$ cat src/rtl/cpu16_pkg.sv
// Shared cpu16 control definitions: opcodes, ALUOp class codes, mux selects,
// main-control state encoding and the decoded control word.
package cpu16_pkg;

    localparam logic [3:0] OP_R0   = 4'b0000;
    localparam logic [3:0] OP_R1   = 4'b0001;
    localparam logic [3:0] OP_R2   = 4'b0010;
    localparam logic [3:0] OP_LW   = 4'b0100;
    localparam logic [3:0] OP_SW   = 4'b0101;
    localparam logic [3:0] OP_BEQ  = 4'b0110;
    localparam logic [3:0] OP_J    = 4'b0111;
    localparam logic [3:0] OP_ADDI = 4'b1001;
    localparam logic [3:0] OP_SUBI = 4'b1010;
    localparam logic [3:0] OP_SLTI = 4'b1011;
    localparam logic [3:0] OP_HALT = 4'b1111;

    // ALUOp class codes, also consumed by the ALU control decoder.
    localparam logic [1:0] ALU_ADD   = 2'b00;
    localparam logic [1:0] ALU_SUB   = 2'b01;
    localparam logic [1:0] ALU_RTYPE = 2'b10;
    localparam logic [1:0] ALU_ITYPE = 2'b11;

    localparam logic [1:0] SRCB_REG  = 2'b00;
    localparam logic [1:0] SRCB_ONE  = 2'b01;
    localparam logic [1:0] SRCB_IMM  = 2'b10;
    localparam logic [1:0] SRCB_BOFF = 2'b11;

    localparam logic [1:0] PCSRC_ALU    = 2'b00;
    localparam logic [1:0] PCSRC_ALUOUT = 2'b01;
    localparam logic [1:0] PCSRC_JUMP   = 2'b10;

    typedef enum logic [3:0] {
        S_IDLE, S_FETCH, S_DECODE, S_EXEC_R, S_WB_R, S_EXEC_I, S_WB_I,
        S_MEM_ADDR, S_MEM_RD, S_MEM_WB, S_MEM_WR, S_BRANCH, S_JUMP, S_HALT
    } state_t;

    typedef enum logic [2:0] {
        OC_RTYPE, OC_MEM, OC_BRANCH, OC_JUMP, OC_ITYPE, OC_HALT, OC_ILLEGAL
    } op_class_t;

    typedef struct packed {
        logic [1:0] alu_op;
        logic       pc_write;
        logic       pc_write_cond;
        logic       i_or_d;
        logic       mem_read;
        logic       mem_write;
        logic       ir_write;
        logic       mem_to_reg;
        logic       reg_dst;
        logic       reg_write;
        logic       alu_src_a;
        logic [1:0] alu_src_b;
        logic [1:0] pc_source;
        logic       halted;
        logic       illegal_op;
    } ctrl_t;

    function automatic op_class_t classify(input logic [3:0] op);
        case (op)
            OP_R0, OP_R1, OP_R2:        return OC_RTYPE;
            OP_LW, OP_SW:               return OC_MEM;
            OP_BEQ:                     return OC_BRANCH;
            OP_J:                       return OC_JUMP;
            OP_ADDI, OP_SUBI, OP_SLTI:  return OC_ITYPE;
            OP_HALT:                    return OC_HALT;
            default:                    return OC_ILLEGAL;
        endcase
    endfunction

endpackage

$ cat src/rtl/cpu16_main_ctrl_if.sv
// Controller <-> datapath bus. mem_ready is a one-cycle completion strobe for the
// access currently requested (FETCH, MEM_RD, MEM_WR); there is no other back-pressure.
interface cpu16_main_ctrl_if #(parameter int OPW = 4);
    logic [OPW-1:0] Opcode;
    logic           Zero;
    logic           mem_ready;
    logic [1:0]     ALUOp;
    logic           PCWrite, PCWriteCond, IorD, MemRead, MemWrite, IRWrite;
    logic           MemtoReg, RegDst, RegWrite, ALUSrcA;
    logic [1:0]     ALUSrcB;
    logic [1:0]     PCSource;
    logic           halted;
    logic           illegal_op;

    modport master (
        input  Opcode, Zero, mem_ready,
        output ALUOp, PCWrite, PCWriteCond, IorD, MemRead, MemWrite, IRWrite,
               MemtoReg, RegDst, RegWrite, ALUSrcA, ALUSrcB, PCSource,
               halted, illegal_op
    );

    modport slave (
        output Opcode, Zero, mem_ready,
        input  ALUOp, PCWrite, PCWriteCond, IorD, MemRead, MemWrite, IRWrite,
               MemtoReg, RegDst, RegWrite, ALUSrcA, ALUSrcB, PCSource,
               halted, illegal_op
    );
endinterface

$ cat src/rtl/cpu16_ctrl_decode.sv
// Combinational state -> control word decode. Only FETCH (mem_ready) and
// DECODE (illegal opcode flag) look at anything besides the state.
module cpu16_ctrl_decode
    import cpu16_pkg::*;
(
    input  state_t     state,
    input  logic       mem_ready,
    input  logic [3:0] opcode,
    output ctrl_t      ctrl
);

    always_comb begin
        ctrl = '0;
        case (state)
            S_FETCH: begin
                ctrl.mem_read  = 1'b1;
                ctrl.alu_src_b = SRCB_ONE;
                ctrl.alu_op    = ALU_ADD;
                ctrl.pc_source = PCSRC_ALU;
                ctrl.ir_write  = mem_ready;
                ctrl.pc_write  = mem_ready;
            end
            S_DECODE: begin
                ctrl.alu_src_b  = SRCB_BOFF;
                ctrl.alu_op     = ALU_ADD;
                ctrl.illegal_op = (classify(opcode) == OC_ILLEGAL);
            end
            S_EXEC_R: begin
                ctrl.alu_src_a = 1'b1;
                ctrl.alu_src_b = SRCB_REG;
                ctrl.alu_op    = ALU_RTYPE;
            end
            S_WB_R: begin
                ctrl.reg_dst   = 1'b1;
                ctrl.reg_write = 1'b1;
            end
            S_EXEC_I: begin
                ctrl.alu_src_a = 1'b1;
                ctrl.alu_src_b = SRCB_IMM;
                ctrl.alu_op    = ALU_ITYPE;
            end
            S_WB_I:     ctrl.reg_write = 1'b1;
            S_MEM_ADDR: begin
                ctrl.alu_src_a = 1'b1;
                ctrl.alu_src_b = SRCB_IMM;
                ctrl.alu_op    = ALU_ADD;
            end
            S_MEM_RD: begin
                ctrl.mem_read = 1'b1;
                ctrl.i_or_d   = 1'b1;
            end
            S_MEM_WB: begin
                ctrl.reg_write  = 1'b1;
                ctrl.mem_to_reg = 1'b1;
            end
            S_MEM_WR: begin
                ctrl.mem_write = 1'b1;
                ctrl.i_or_d    = 1'b1;
            end
            S_BRANCH: begin
                // PC update is qualified by Zero in the datapath, not here.
                ctrl.alu_src_a     = 1'b1;
                ctrl.alu_src_b     = SRCB_REG;
                ctrl.alu_op        = ALU_SUB;
                ctrl.pc_write_cond = 1'b1;
                ctrl.pc_source     = PCSRC_ALUOUT;
            end
            S_JUMP: begin
                ctrl.pc_write  = 1'b1;
                ctrl.pc_source = PCSRC_JUMP;
            end
            S_HALT:  ctrl.halted = 1'b1;
            default: ;
        endcase
    end

endmodule

$ cat src/rtl/cpu16_main_ctrl.sv
// Multi-cycle main control FSM: state register and next-state logic; the
// control word comes from cpu16_ctrl_decode.
module cpu16_main_ctrl
    import cpu16_pkg::*;
#(
    parameter int OPW = 4
) (
    input  logic                  clk,
    input  logic                  reset,
    cpu16_main_ctrl_if.master     bus,
    output state_t                dbg_state
);

    state_t         state;
    logic           is_load;
    logic [OPW-1:0] opcode;
    op_class_t      cls;
    ctrl_t          ctrl;

    assign opcode    = bus.Opcode;
    assign cls       = classify(opcode);
    assign dbg_state = state;

    // Opcode is only valid in DECODE, so remember LW vs SW for MEM_ADDR.
    always_ff @(posedge clk) begin
        if (reset) begin
            state   <= S_IDLE;
            is_load <= 1'b0;
        end else begin
            case (state)
                S_IDLE:  state <= S_FETCH;
                S_FETCH: if (bus.mem_ready) state <= S_DECODE;
                S_DECODE: begin
                    is_load <= (opcode == OP_LW);
                    case (cls)
                        OC_RTYPE:  state <= S_EXEC_R;
                        OC_MEM:    state <= S_MEM_ADDR;
                        OC_BRANCH: state <= S_BRANCH;
                        OC_JUMP:   state <= S_JUMP;
                        OC_ITYPE:  state <= S_EXEC_I;
                        OC_HALT:   state <= S_HALT;
                        default:   state <= S_FETCH;
                    endcase
                end
                S_EXEC_R:   state <= S_WB_R;
                S_WB_R:     state <= S_FETCH;
                S_EXEC_I:   state <= S_WB_I;
                S_WB_I:     state <= S_FETCH;
                S_MEM_ADDR: state <= is_load ? S_MEM_RD : S_MEM_WR;
                S_MEM_RD:   if (bus.mem_ready) state <= S_MEM_WB;
                S_MEM_WB:   state <= S_FETCH;
                S_MEM_WR:   if (bus.mem_ready) state <= S_FETCH;
                S_BRANCH:   state <= S_FETCH;
                S_JUMP:     state <= S_FETCH;
                S_HALT:     state <= S_HALT;
                default:    state <= S_IDLE;
            endcase
        end
    end

    cpu16_ctrl_decode u_decode (
        .state     (state),
        .mem_ready (bus.mem_ready),
        .opcode    (opcode),
        .ctrl      (ctrl)
    );

    assign bus.ALUOp       = ctrl.alu_op;
    assign bus.PCWrite     = ctrl.pc_write;
    assign bus.PCWriteCond = ctrl.pc_write_cond;
    assign bus.IorD        = ctrl.i_or_d;
    assign bus.MemRead     = ctrl.mem_read;
    assign bus.MemWrite    = ctrl.mem_write;
    assign bus.IRWrite     = ctrl.ir_write;
    assign bus.MemtoReg    = ctrl.mem_to_reg;
    assign bus.RegDst      = ctrl.reg_dst;
    assign bus.RegWrite    = ctrl.reg_write;
    assign bus.ALUSrcA     = ctrl.alu_src_a;
    assign bus.ALUSrcB     = ctrl.alu_src_b;
    assign bus.PCSource    = ctrl.pc_source;
    assign bus.halted      = ctrl.halted;
    assign bus.illegal_op  = ctrl.illegal_op;

endmodule

$ cat src/flat_wrapper.sv
// flat-port wrapper written by rule: the top's interface ports become plain ports
module cpu16_main_ctrl_flat import cpu16_pkg::*;
#(
    parameter int OPW = 4
)
  (clk, reset, dbg_state, bus_Opcode, bus_Zero, bus_mem_ready, bus_ALUOp, bus_PCWrite, bus_PCWriteCond, bus_IorD, bus_MemRead, bus_MemWrite, bus_IRWrite, bus_MemtoReg, bus_RegDst, bus_RegWrite, bus_ALUSrcA, bus_ALUSrcB, bus_PCSource, bus_halted, bus_illegal_op);
  cpu16_main_ctrl_if #(.OPW(OPW)) bus_i ();
  input  logic clk;
  input  logic reset;
  output state_t dbg_state;
  input wire logic [$bits(bus_i.Opcode)-1:0] bus_Opcode;
  input wire logic [$bits(bus_i.Zero)-1:0] bus_Zero;
  input wire logic [$bits(bus_i.mem_ready)-1:0] bus_mem_ready;
  output wire logic [$bits(bus_i.ALUOp)-1:0] bus_ALUOp;
  output wire logic [$bits(bus_i.PCWrite)-1:0] bus_PCWrite;
  output wire logic [$bits(bus_i.PCWriteCond)-1:0] bus_PCWriteCond;
  output wire logic [$bits(bus_i.IorD)-1:0] bus_IorD;
  output wire logic [$bits(bus_i.MemRead)-1:0] bus_MemRead;
  output wire logic [$bits(bus_i.MemWrite)-1:0] bus_MemWrite;
  output wire logic [$bits(bus_i.IRWrite)-1:0] bus_IRWrite;
  output wire logic [$bits(bus_i.MemtoReg)-1:0] bus_MemtoReg;
  output wire logic [$bits(bus_i.RegDst)-1:0] bus_RegDst;
  output wire logic [$bits(bus_i.RegWrite)-1:0] bus_RegWrite;
  output wire logic [$bits(bus_i.ALUSrcA)-1:0] bus_ALUSrcA;
  output wire logic [$bits(bus_i.ALUSrcB)-1:0] bus_ALUSrcB;
  output wire logic [$bits(bus_i.PCSource)-1:0] bus_PCSource;
  output wire logic [$bits(bus_i.halted)-1:0] bus_halted;
  output wire logic [$bits(bus_i.illegal_op)-1:0] bus_illegal_op;
  assign bus_i.Opcode = bus_Opcode;
  assign bus_i.Zero = bus_Zero;
  assign bus_i.mem_ready = bus_mem_ready;
  assign bus_ALUOp = bus_i.ALUOp;
  assign bus_PCWrite = bus_i.PCWrite;
  assign bus_PCWriteCond = bus_i.PCWriteCond;
  assign bus_IorD = bus_i.IorD;
  assign bus_MemRead = bus_i.MemRead;
  assign bus_MemWrite = bus_i.MemWrite;
  assign bus_IRWrite = bus_i.IRWrite;
  assign bus_MemtoReg = bus_i.MemtoReg;
  assign bus_RegDst = bus_i.RegDst;
  assign bus_RegWrite = bus_i.RegWrite;
  assign bus_ALUSrcA = bus_i.ALUSrcA;
  assign bus_ALUSrcB = bus_i.ALUSrcB;
  assign bus_PCSource = bus_i.PCSource;
  assign bus_halted = bus_i.halted;
  assign bus_illegal_op = bus_i.illegal_op;
  cpu16_main_ctrl #(.OPW(OPW)) u_core (.clk(clk), .reset(reset), .bus(bus_i), .dbg_state(dbg_state));
endmodule
$ cat config.mk
export PLATFORM = sky130hd
export DESIGN_NAME = cpu16_main_ctrl_flat
export DESIGN_NICKNAME = d
export VERILOG_FILES = /design/src/rtl/cpu16_pkg.sv /design/src/rtl/cpu16_main_ctrl_if.sv /design/src/rtl/cpu16_ctrl_decode.sv /design/src/rtl/cpu16_main_ctrl.sv /design/src/flat_wrapper.sv
export SDC_FILE = /design/constraint.sdc
export NUM_CORES = 1
export LEC_CHECK = 0
export CORE_AREA = 2 2 52 54
export CTS_BUF_LIST = sky130_fd_sc_hd__clkbuf_16
export DETAILED_ROUTE_END_ITERATION = 6
export DIE_AREA = 0 0 54 56
export PLACE_DENSITY = 0.59
export SETUP_SLACK_MARGIN = 0.3
export SYNTH_ARGS = -nofsm -noshare
export SYNTH_HDL_FRONTEND = slang
export SYNTH_HIERARCHICAL = 1
export SYNTH_SLANG_ARGS = --single-unit
$ cat constraint.sdc
create_clock -name clk -period 1.7 [get_ports clk]
set_clock_uncertainty 0.05 [all_clocks]
set_input_delay 0.255 -clock clk [delete_from_list [all_inputs] [get_ports clk]]
set_output_delay 0.255 -clock clk [all_outputs]
set_load 0.01 [all_outputs]
==> impl_metrics.ini, run 1 <==
[worst_hold_path]
timing.hold.worst_path_depth = 2
hold_class = reg2reg

[pwr]
finalPower_uw = 942.3
irDropWorstVdd_uv = 967.9
power_density_mw_per_mm2 = 645.9
power.static_leakage_uw = 0.0006660

[drt]
drc_errors = 0
number_of_nets_with_antenna_violations_after_detailed_routing = 0
detail_route.iter0.violations = 8
detail_route.wirelength_mm = 2.443
viasPerCell = 4.789
routedWlPerCell_um = 13.57
routed-via-count = 862
drt_pre_antenna_iters = 3

[run]
max-cap-violations = 0

[layout]
final_core_utilization_pct = 59.98
instances_no_fill = 180
area_growth_pct = 105.3
layout.nets = 159
layout-drive-gt1-share_pct = 59.33
num_antenna_cells = 0

[timing]
slew_headroom_pct = 79.81
min_period_over_period_pct = 91.36
drv_slew = 0
finalWorstSetupSlack_ns = 0.1470
fin_crit_ns = 1.553
hold_viol_final = 0
max_clock_freq_mhz = 643.9
setup_violations = 0
rsz0062_at_grt = yes
tightest_slew_ns = 0.3015

[logic_synthesis]
synthArstFlopShare_pct = 0
synth_enable_flop_cells = 0
post_synth_num_cell_types = 41
syn-num-nets = 95
ys_seq_elements = 5
mapped_cells = 87
synth-warning-count = 6
synth-main-ff-cell = sky130_fd_sc_hd__dfxtp_1
avgSynthCellArea_um2 = 8.169
netlist_area_um2 = 710.7
synth_seq_area_share_pct = 14.08

[die]
die_h_um = 56
start_util_pct = 29.22
design.portCount = 30
fp.dieArea_mm2 = 0.003024
core.rowCount = 18
die_width_um = 54
design.core.area_mm2 = 0.002432

[worst_setup_path]
worst-endpoint-arrival_ns = 1.61
worst-path-max-fanout = 8
rrSetupSlack_ns = 0.15
worstSetupEndpointType = register
kind_of_launch_point_of_the_worst_setup_path = register
crit_required_ns = 1.76
cp_class = reg2reg
ff2ff_path_depth = 7

[cts]
clk_transition_reported_paths_ns = 0.03
master_cell_of_the_clock_root_buffer = sky130_fd_sc_hd__clkbuf_16
clk-insertion-delay-late_ns = 0.22
htree_levels = 1
cts-buffers-inserted = 3
clk_sink_count = 5
tritoncts_clock_tree = yes
cts_max_path_buffers = 2
hold_buffers = 0

[global_route]
grt_start_max_net_pins = 9
vias_in_the_first_global_route = 781
grtUsageTotal_pct = 14.89
grt-ovfl-total = 0
grt_pass1_wl_mm = 3.463
number_of_antenna_violations_at_the_first_check_in_global_routing = 0

[status]
status = finished, final reports clean

[place]
gpl.final_weighted_congestion = 0.8114
count_of_input_and_output_buffers = 28
place.detailed.hpwl_mm = 1.479
placed_cells_incl_taps = 158
pre_cts_ws_ns = -0.4580
-- metrics by stage --
step	area (um2)	hold WS [ns]	setup TNS, ns
after floorplan	713.2	0.2667	0
after global placement	1125	0.4374	-1.289
after detailed placement	1125	0.4426	-1.348
after CTS	1338	0.4506	0
after global routing	1459	0.4904	0
final	1459	0.4611	0
-- worst max-delay path, stage by stage (launching register included) --
cell                      delay [ns]
sky130_fd_sc_hd__dfxtp_4        0.35
sky130_fd_sc_hd__buf_6          0.14
sky130_fd_sc_hd__buf_8          0.13
sky130_fd_sc_hd__buf_4          0.14
sky130_fd_sc_hd__and4b_1        0.18
sky130_fd_sc_hd__a31oi_1        0.17
sky130_fd_sc_hd__a21oi_1        0.09
sky130_fd_sc_hd__a22o_1         0.19
-- where the power goes --
part / internal (uW) / switching [uW] / leakage [uW] / total (uW)
sequential: 127 / 19.9 / 0.0000436 / 147
combinational: 240 / 182 / 0.000580 / 422
clock: 304 / 69.4 / 0.0000423 / 373
total: 671 / 272 / 0.000666 / 942
-- per-layer routing --
metal	share of wire, %	vias up	track usage [%]	routed length, um
li1	-	436	-	-
met1	37	389	16.61	910
met2	54	33	27.87	1308
met3	7.3	4	4.301	178
met4	1.9	0	1.071	46
met5	0	-	0	0
-- timing repair --
action	CTS	global route
gates resized for setup	106	28
setup endpoints to repair	27	22
setup buffers	12	5
pin swaps	14	20
gates cloned	1	0
-- cell usage in the layout, fill, tap and decap left out, types with 4 or more instances in the layout --
cell type	count
sky130_fd_sc_hd__buf_4	20
sky130_fd_sc_hd__buf_6	16
sky130_fd_sc_hd__buf_2	15
sky130_fd_sc_hd__nor2_1	10
sky130_fd_sc_hd__inv_1	5
sky130_fd_sc_hd__dlygate4sd2_1	5
sky130_fd_sc_hd__a21oi_1	4
sky130_fd_sc_hd__dfxtp_4	4
-- synth_stat cells (2+ instances only) --
cell type / instances / area [um2]
sky130_fd_sc_hd__a21boi_0: 2 / 15.01
sky130_fd_sc_hd__a21oi_1: 4 / 20.02
sky130_fd_sc_hd__a31oi_1: 2 / 12.51
sky130_fd_sc_hd__and2_1: 3 / 18.77
sky130_fd_sc_hd__and3_1: 2 / 12.51
sky130_fd_sc_hd__buf_6: 5 / 56.30
sky130_fd_sc_hd__dfxtp_1: 5 / 100.1
sky130_fd_sc_hd__inv_1: 4 / 15.01
sky130_fd_sc_hd__mux2i_1: 2 / 20.02
sky130_fd_sc_hd__nand2_1: 5 / 18.77
sky130_fd_sc_hd__nand2b_1: 3 / 18.77
sky130_fd_sc_hd__nand2b_4: 3 / 41.29
sky130_fd_sc_hd__nor2_1: 11 / 41.29
sky130_fd_sc_hd__nor2b_1: 2 / 12.51
sky130_fd_sc_hd__nor3_1: 2 / 10.01
sky130_fd_sc_hd__nor3b_2: 3 / 37.54
sky130_fd_sc_hd__nor4b_2: 2 / 30.03
sky130_fd_sc_hd__o21a_1: 2 / 15.01
sky130_fd_sc_hd__xnor2_1: 3 / 26.28
-- path summary, 6_finish.rpt --
path,from,to
worst max-delay path,u_core/dbg_state[2],u_core/dbg_state[3]
worst max register to register,u_core/dbg_state[2],u_core/dbg_state[3]
worst min-delay path,u_core/is_load,u_core/is_load
worst min register to register,u_core/is_load,u_core/is_load
-- logic make-up (layout without fill, tap and decap cells) --
group                     after synthesis  in the layout  share of synthesized area (%)
muxes                                   2              2                          2.817
xor gates and xnor gates                3              3                          3.698
AOI/OAI and AO/OA                      18             18                          17.60
and+or+nand+nor                        48             48                          50.00
buffers and inverters                  11             74                          11.79
DFF                                     5              5                          14.09
-- state kept, by name, summed over array words and instances, names as in the netlist --
signal / flops
u_core/is_load: 1
u_core/dbg_state: 4
-- final cells by class --
class                   count  area, um2
clock inverters             1      3.754
multi-input cells          71      625.6
clock buffers               3      75.07
fillers                   223      973.4
repair buffers             66      586.8
well taps                  30      37.54
inverters                   4      15.01
flip-flops and latches      5      115.1
Power figures use the tool's default switching activity.
==> run 2: changes to the inputs <==
--- a/config.mk
+++ b/config.mk
@@ -7,6 +7,7 @@
 export LEC_CHECK = 0
 export CORE_AREA = 2 2 52 54
 export CTS_BUF_LIST = sky130_fd_sc_hd__clkbuf_16
+export CTS_CLUSTER_SIZE = 28
 export DETAILED_ROUTE_END_ITERATION = 6
 export DIE_AREA = 0 0 54 56
 export PLACE_DENSITY = 0.59
==> results of run 2 <==
The final DEF is identical to that of run 1; final timing and power are the same.
==> run 3: changes to the inputs <==
--- a/config.mk
+++ b/config.mk
@@ -5,12 +5,14 @@
 export SDC_FILE = /design/constraint.sdc
 export NUM_CORES = 1
 export LEC_CHECK = 0
+export ABC_CLOCK_PERIOD_IN_PS = 1700
 export CORE_AREA = 2 2 52 54
 export CTS_BUF_LIST = sky130_fd_sc_hd__clkbuf_16
 export CTS_CLUSTER_SIZE = 28
 export DETAILED_ROUTE_END_ITERATION = 6
 export DIE_AREA = 0 0 54 56
 export PLACE_DENSITY = 0.59
+export RECOVER_POWER = 25
 export SETUP_SLACK_MARGIN = 0.3
 export SYNTH_ARGS = -nofsm -noshare
 export SYNTH_HDL_FRONTEND = slang
==> impl_metrics.ini, run 3 (same netlist as run 1, synthesis figures left out) <==
[place]
pre_cts_ws_ns = -0.4580
gpl.final_weighted_congestion = 0.8114
count_of_input_and_output_buffers = 28
placed_cells_incl_taps = 158
place.detailed.hpwl_mm = 1.479

[pwr]
power_switching_share_pct = 28.80
power_density_mw_per_mm2 = 645.9
power_switching_uw = 269.7
power.combinational.fraction_pct = 44.6
sequentialPowerShare_pct = 15.5
p_int_uw = 666.8
clk_network_pwr_share_pct = 39.9
power.static_leakage_uw = 0.0006580
irDropWorstVdd_uv = 959.4

[layout]
largest_reg_flops = 4
layout.cells.most_common = sky130_fd_sc_hd__buf_4
layout-drive-gt1-share_pct = 58.00
fill_cells = 226
instances_no_fill = 180
regArea_um2 = 115.1
area_growth_pct = 104.0
num_antenna_cells = 0
multi_input_comb_area_um2 = 618.1
layout_common_cells = sky130_fd_sc_hd__buf_4 (20), sky130_fd_sc_hd__buf_6 (16), sky130_fd_sc_hd__buf_2 (14)
layout.nets = 159

[die]
die_width_um = 54
fp.dieArea_mm2 = 0.003024
start_util_pct = 29.22
design.portCount = 30
design.core.area_mm2 = 0.002432
core.rowCount = 18
die_h_um = 56

[worst_setup_path]
worst-path-max-fanout = 8
worstSetupEndpointType = register
rrSetupSlack_ns = 0.15
timing.critical_path.cells = buf_6, buf_8, buf_4, and4b_1, a31oi_1, a21oi_1, a22o_1
crit_path_top_delay_cell = sky130_fd_sc_hd__dfxtp_4
cp_class = reg2reg
crit_required_ns = 1.76
ff2ff_path_depth = 7
worst_setup_path_startpoint = u_core/dbg_state[2]
cpPeakStageDelay_ns = 0.35
kind_of_launch_point_of_the_worst_setup_path = register
timing.rr.start = u_core/dbg_state[2]
worst-endpoint-arrival_ns = 1.61
worst_setup_path_endpoint = u_core/dbg_state[3]
reg2reg_to = u_core/dbg_state[3]

[worst_hold_path]
hold_class = reg2reg
worstHoldStart = u_core/is_load

[timing]
rsz0062_at_grt = yes
fin_crit_ns = 1.552
hold_viol_final = 0
min_period_over_period_pct = 91.29
tightest_slew_ns = 0.3015
finalWorstSetupSlack_ns = 0.1481
whs_ns = 0.4610
drv_slew = 0
setup_violations = 0
slew_headroom_pct = 79.82
max_clock_freq_mhz = 644.4

[cts]
clk-insertion-delay-late_ns = 0.22
clk_sink_count = 5
tritoncts_clock_tree = yes
htree_levels = 1
cts_max_path_buffers = 2
clk_transition_reported_paths_ns = 0.03
master_cell_of_the_clock_root_buffer = sky130_fd_sc_hd__clkbuf_16
cts-buffers-inserted = 3

[global_route]
grtUsageTotal_pct = 14.89
grt_pass1_wl_mm = 3.463
grt_start_max_net_pins = 9
grt-ovfl-total = 0
number_of_antenna_violations_at_the_first_check_in_global_routing = 0
vias_in_the_first_global_route = 781

[drt]
number_of_nets_with_antenna_violations_after_detailed_routing = 0
detail_route.wirelength_mm = 2.433
met2_wire_len_mm = 1.310
highest-signal-layer = met4
routed-via-count = 861
detail_route.iter0.violations = 9
drt_pre_antenna_iters = 3
met1_length_um = 898
wl_met3_um = 179
routedWlPerCell_um = 13.52
viasPerCell = 4.783
drc_errors = 0

[run]
max-cap-violations = 0

[status]
status = finished, final reports clean
[run 3: power groups by stage]
stage	clock network [uW]	logic (uW)	registers [uW]
floorplan	0	177	146
global placement	0	312	153
detailed placement	0	316	152
CTS	380	363	147
finish	373	418	145
global route	392	449	148
[run 3: worst min path at each step]
stage | end | cells past startpoint | slack, ns
4_1_cts | u_core/is_load | 2 | 0.45
5_1_grt | u_core/is_load | 2 | 0.49
2_1_floorplan | u_core/dbg_state[1] | 1 | 0.27
3_5_place_dp | u_core/is_load | 2 | 0.44
6_report | u_core/is_load | 2 | 0.46
3_3_place_gp | u_core/is_load | 2 | 0.44
[run 3: worst max-delay path, delay by kind of cell (launching register included)]
| kind | cells | cell delay [ns] |
|---|---|---|
| buffers and inverters | 3 | 0.41 |
| AOI/OAI and AO/OA | 3 | 0.45 |
| and+or+nand+nor | 1 | 0.18 |
| DFF | 1 | 0.35 |
[run 3: through the flow]
stage                     utilization (%)  area [um2]  setup TNS (ns)  power, uW
after floorplan                         -       713.2               0      323.6
after global placement              46.24        1125          -1.289      464.8
after detailed placement            46.24        1125          -1.348      468.8
after global routing                59.62        1450               0      988.7
final                               59.62        1450               0      936.6
after CTS                           54.99        1338               0      889.3
[run 3: repair_timing]
item                                    4_1_cts  5_1_grt
gates resized for setup                     106       28
setup buffers                                12        5
endpoints found under the setup margin       27       22
pin swaps                                    14       20
hold buffers                                  0        0
gates cloned                                  1        0
[run 3: final cells by class]
class	instances	area share, %
multi-input combinational	71	42.62
inverter	4	1.035
clock buffer	3	5.177
clock inverter	1	0.2588
sequential	5	7.938
tap	30	2.588
timing repair buffer	66	40.38
[run 3: routing by layer]
| metal | global-route usage [%] | up-vias |
|---|---|---|
| li1 | - | 436 |
| met1 | 16.61 | 388 |
| met2 | 27.87 | 33 |
| met3 | 4.301 | 4 |
| met4 | 1.071 | 0 |
| met5 | 0 | - |
